<file path="src/rtl/load_handler_pkg.sv">
// Shared core definitions: funct3 encodings for loads/stores and the load FSM state encoding.
package load_handler_pkg;

  localparam logic [2:0] F3_LB  = 3'b000;
  localparam logic [2:0] F3_LH  = 3'b001;
  localparam logic [2:0] F3_LW  = 3'b010;
  localparam logic [2:0] F3_LBU = 3'b100;
  localparam logic [2:0] F3_LHU = 3'b101;
  localparam logic [2:0] F3_SB  = 3'b000;
  localparam logic [2:0] F3_SH  = 3'b001;
  localparam logic [2:0] F3_SW  = 3'b010;

  typedef enum logic [1:0] {
    LD_IDLE  = 2'd0,
    LD_READ  = 2'd1,
    LD_DONE  = 2'd2,
    LD_FAULT = 2'd3
  } ld_state_e;

  // Undefined funct3 codes behave as LW for data but are never flagged misaligned.
  function automatic logic is_misaligned(input logic [1:0] off, input logic [2:0] f3);
    logic mis;
    mis = 1'b0;
    case (f3)
      F3_LH, F3_LHU: mis = off[0];
      F3_LW:         mis = (off != 2'b00);
      default:       mis = 1'b0;
    endcase
    return mis;
  endfunction

endpackage

</file>
<file path="src/rtl/load_extract.sv">
// Combinational lane select and sign/zero extension of a loaded memory word.
module load_extract
  import load_handler_pkg::*;
(
  input  logic [31:0] word,
  input  logic [1:0]  offset,
  input  logic [2:0]  funct3,
  output logic [31:0] result
);

  logic [7:0]  byte_sel;
  logic [15:0] half_sel;

  always_comb begin
    byte_sel = 8'h00;
    case (offset)
      2'd0: byte_sel = word[7:0];
      2'd1: byte_sel = word[15:8];
      2'd2: byte_sel = word[23:16];
      2'd3: byte_sel = word[31:24];
      default: byte_sel = 8'h00;
    endcase
  end

  // offset[0] is deliberately ignored for halfwords; a trapping build never reaches here misaligned.
  assign half_sel = offset[1] ? word[31:16] : word[15:0];

  always_comb begin
    result = word;
    case (funct3)
      F3_LB:   result = {{24{byte_sel[7]}}, byte_sel};
      F3_LH:   result = {{16{half_sel[15]}}, half_sel};
      F3_LBU:  result = {24'h0, byte_sel};
      F3_LHU:  result = {16'h0, half_sel};
      default: result = word;
    endcase
  end

endmodule

</file>
<file path="src/rtl/load_handler.sv">
// Sequenced RV32I load unit: one aligned word read per request, extract/extend, one-cycle result pulse.
// Define LOAD_MISALIGN_TRAP_EN to route misaligned LH/LHU/LW to a fault pulse instead of a read.
module load_handler
  import load_handler_pkg::*;
(
  input  logic        clk,
  input  logic        reset,
  input  logic        req_valid,
  output logic        req_ready,
  input  logic [31:0] req_addr,
  input  logic [2:0]  req_funct3,
  output logic [31:0] mem_addr,
  output logic        mem_rd,
  input  logic [31:0] mem_rdata,
  input  logic        mem_ack,
  output logic [31:0] rd_data,
  output logic        rd_valid,
  output logic        load_fault
);

  ld_state_e   state, state_nxt;
  logic [31:0] addr_q;
  logic [2:0]  f3_q;
  logic [31:0] ext;
  logic        accept;
  logic        misalign;

  assign accept = req_valid && (state == LD_IDLE);

`ifdef LOAD_MISALIGN_TRAP_EN
  assign misalign = is_misaligned(req_addr[1:0], req_funct3);
`else
  assign misalign = 1'b0;
`endif

  load_extract u_extract (
    .word   (mem_rdata),
    .offset (addr_q[1:0]),
    .funct3 (f3_q),
    .result (ext)
  );

  always_comb begin
    state_nxt = state;
    case (state)
      LD_IDLE:  if (req_valid) state_nxt = misalign ? LD_FAULT : LD_READ;
      LD_READ:  if (mem_ack) state_nxt = LD_DONE;
      LD_DONE:  state_nxt = LD_IDLE;
      LD_FAULT: state_nxt = LD_IDLE;
      default:  state_nxt = LD_IDLE;
    endcase
  end

  always_ff @(posedge clk or posedge reset) begin
    if (reset) state <= LD_IDLE;
    else       state <= state_nxt;
  end

  always_ff @(posedge clk or posedge reset) begin
    if (reset) begin
      addr_q <= 32'h0;
      f3_q   <= 3'h0;
    end else if (accept) begin
      addr_q <= req_addr;
      f3_q   <= req_funct3;
    end
  end

  always_ff @(posedge clk or posedge reset) begin
    if (reset)                             rd_data <= 32'h0;
    else if (state == LD_READ && mem_ack)  rd_data <= ext;
  end

  // Outputs decode straight from state so an async reset clears them immediately.
  assign req_ready = (state == LD_IDLE);
  assign mem_rd    = (state == LD_READ);
  assign mem_addr  = {addr_q[31:2], 2'b00};
  assign rd_valid  = (state == LD_DONE);

`ifdef LOAD_MISALIGN_TRAP_EN
  assign load_fault = (state == LD_FAULT);
`else
  assign load_fault = 1'b0;
`endif

endmodule

</file>
<file path="config.mk">
export PLATFORM = sky130hd
export DESIGN_NAME = load_handler
export DESIGN_NICKNAME = d
export VERILOG_FILES = /design/src/rtl/load_handler_pkg.sv /design/src/rtl/load_extract.sv /design/src/rtl/load_handler.sv
export SDC_FILE = /design/constraint.sdc
export NUM_CORES = 1
export LEC_CHECK = 0
export CORE_MARGIN = 10
export CORE_UTILIZATION = 30
export DETAILED_ROUTE_END_ITERATION = 10
export SLEW_MARGIN = 20
export SYNTH_ARGS = -nofsm -noshare
export SYNTH_HDL_FRONTEND = slang
export SYNTH_SLANG_ARGS = --single-unit
</file>
<file path="constraint.sdc">
create_clock -name clk -period 2.6 [get_ports clk]
set_clock_uncertainty 0.05 [all_clocks]
set_input_delay 0.26 -clock clk [delete_from_list [all_inputs] [get_ports clk]]
set_output_delay 0.26 -clock clk [all_outputs]
set_load 0.02 [all_outputs]
</file>
==> impl_metrics.ini <==
[timing]
max_freq_mhz = 478
finalSetupViolations = 0
hold_viol = 0
timing.hold.ws_ns = 0.250
worstMarginPinSlew_ns = 0.680
layout_min_cycle_time_ns = 2.09
rsz0062_at_grt = no
fin_crit_sh = 0.805
relSlewSlack = 0.546
slew_viol_final = 0
final.setup.tns_ns = 0

[routing]
avgRoutedWirePerCell_um = 17.8
drt_iter0_drc = 184
vias = 2580
ant_nets = 0
drc = 0
wirelength_um = 9870
first_pass_iters = 4
viasPerCell = 4.66

[critical_path]
rrSetupSlack_ns = 0.51
cp_num_buf_inv = 0
cp-start-kind = flop
worstPathMaxFanout = 13
max_stage_delay_ns = 0.61
crit_required_ns = 2.72
crit_family = simple AND/OR/NAND/NOR gates
reg2reg_to = rd_data[13]
worstPathCellList = nand2b_1, nor3b_4, nor4_4, a21oi_1
critPathCaptureType = flop
crit_type = flop to flop
critPathSlowestCell = nand2b_1
ff2ff_path_depth = 4
arrival_ns = 2.21
r2r-start = f3_q[0]

[floorplan]
initial_core_util = 0.309
die_h_um = 126
std_cell_rows = 38
die_area_mm2 = 0.0159
die_width_um = 126
core_area_mm2 = 0.0109
boundaryPins = 139

[pwr]
ir_drop_mv = 0.430
powerDensity_mw_per_mm2 = 1180
leakage_uw = 0.00208

[flow_run]
maxCapViolCount = 0

[clock_network]
htreeDepth = 3
clock_latency_ns = 0.32
clock_path_buffers = 2
cts_resized = 0
cts_hold_buffers = 0
clkTransAtPathRegs_ns = 0.06
cts.sinks = 69
cts_buffers = 9
clockRootBuffer = clkbuf_16
cts_tree = done
postCtsSetupBuffers = 0

[layout]
nNetsFinal = 483
area_delta_synth_final_pct = 45.0
num_antenna_cells = 0
final_layout_size_suffix_gt1_frac = 0.164
fillers = 1046

[outcome]
status = completed

[yosys]
synth_cell_types = 35
syn_area_per_cell_um2 = 10.9
synth_edf_count = 0
ys.flop_type = dfrtp_1
synth_top_area_frac = 0.511
yosysWarnings = 0
yosysMostFrequentCell = dfrtp_1
synthArstFlopShare = 1.00
netlist_area_mm2 = 0.00338
synth_largest_area_cell = dfrtp_1
syn_inst = 309
yosys-top-cells-count = dfrtp_1 (69), mux2_2 (39), buf_4 (35), nand2_1 (35), nand3_1 (32)
yosys-top-cells-area = dfrtp_1 (51%), mux2_2 (13%), buf_4 (7.8%)
ys_seq_elements = 69
yosysSeqAreaShare = 0.511

[global_routing]
grt_pass1_vias = 2817
gr-total-overflow = 0
grt_util_met2 = 0.181
antenna_found_initial = 0
grt_max_degree = 49
use_met3 = 0.0482
grt_pass1_wl_um = 15700
busiest_layer = met2
gr-usage-all-layers = 0.122
grt_use_met1 = 0.159

[min_path]
hold_path.class = primary input to async pin

[placement]
place_congestion = 0.827
port_buffers = 135
hpwl_um = 7560
-- area by class of cell --
type                            instances  area (um2)  area share
Sequential cell                        69        1730       0.352
Clock inverter                          3        15.0     0.00306
Tap cell                              140         175      0.0358
Multi-Input combinational cell        186        1300       0.266
Inverter                                5        18.8     0.00383
Timing Repair Buffer                  141        1420       0.290
Clock buffer                           10         239      0.0488
-- flip-flops by register name (all words and copies together) (netlist names) --
| register | count |
|---|---|
| addr_q | 32 |
| f3_q | 3 |
| rd_data | 32 |
| state | 2 |
-- through the flow --
| stage | total power [uW] | cells | instance area, um2 | setup slack (ns) | utilization |
|---|---|---|---|---|---|
| floorplan | 3690 | 311 | 3390 | 0.550 | - |
| global placement | 4720 | 541 | 4650 | 0.591 | 0.425 |
| detailed placement | 4770 | 541 | 4650 | 0.539 | 0.425 |
| CTS | 5870 | 554 | 4900 | 0.524 | 0.448 |
| global route | 6150 | 554 | 4900 | 0.304 | 0.448 |
| finish | 5780 | 554 | 4900 | 0.508 | 0.448 |
-- logic make-up (layout without fill, tap and decap cells) --
group / count (synthesis) / in the layout / share of synthesized area
muxes: 49 / 49 / 0.161
AOI/OAI and AO/OA: 39 / 39 / 0.0763
DFF: 69 / 69 / 0.511
and+or+nand+nor: 95 / 95 / 0.145
buffers and inverters: 56 / 159 / 0.106
other: 1 / 3 / 0.00111
-- report_power, final --
group | switching [uW] | internal (uW) | leakage, uW
Sequential | 339 | 1560 | 0.000829
Combinational | 1400 | 1400 | 0.00112
Clock | 420 | 649 | 0.000130
Total | 2160 | 3620 | 0.00208
-- how the worst max path moves through the flow --
stage	start	to	slack, ns	depth (start not counted)
after floorplan	reset	addr_q[0]	0.55	1
after global placement	f3_q[0]	rd_data[8]	0.59	4
after detailed placement	f3_q[0]	rd_data[8]	0.54	4
after CTS	f3_q[0]	rd_data[13]	0.52	4
after global routing	f3_q[0]	rd_data[14]	0.30	4
final	f3_q[0]	rd_data[13]	0.51	4
-- metal layers --
layer  share of wire  vias to the layer above
li1                -                     1235
met1            0.45                     1245
met2            0.45                       98
met3           0.085                        2
met4          0.0065                        0
met5               0                        -
-- cell usage in the layout (no fill, tap or decap), types with 2 or more instances in the layout --
cell type	instances
clkdlybuf4s50_1	135
nor2_1	2
a21oi_1	8
nor2b_1	3
conb_1	3
a2bb2o_1	6
inv_2	2
o21ai_0	16
nand2b_1	8
dfrtp_1	69
clkinv_2	3
inv_1	3
buf_12	2
nand2_1	35
mux2_2	39
or3_1	7
o32ai_1	2
clkbuf_16	9
mux2i_1	9
nand3_1	32
buf_4	4
Power figures use the tool's default switching activity.
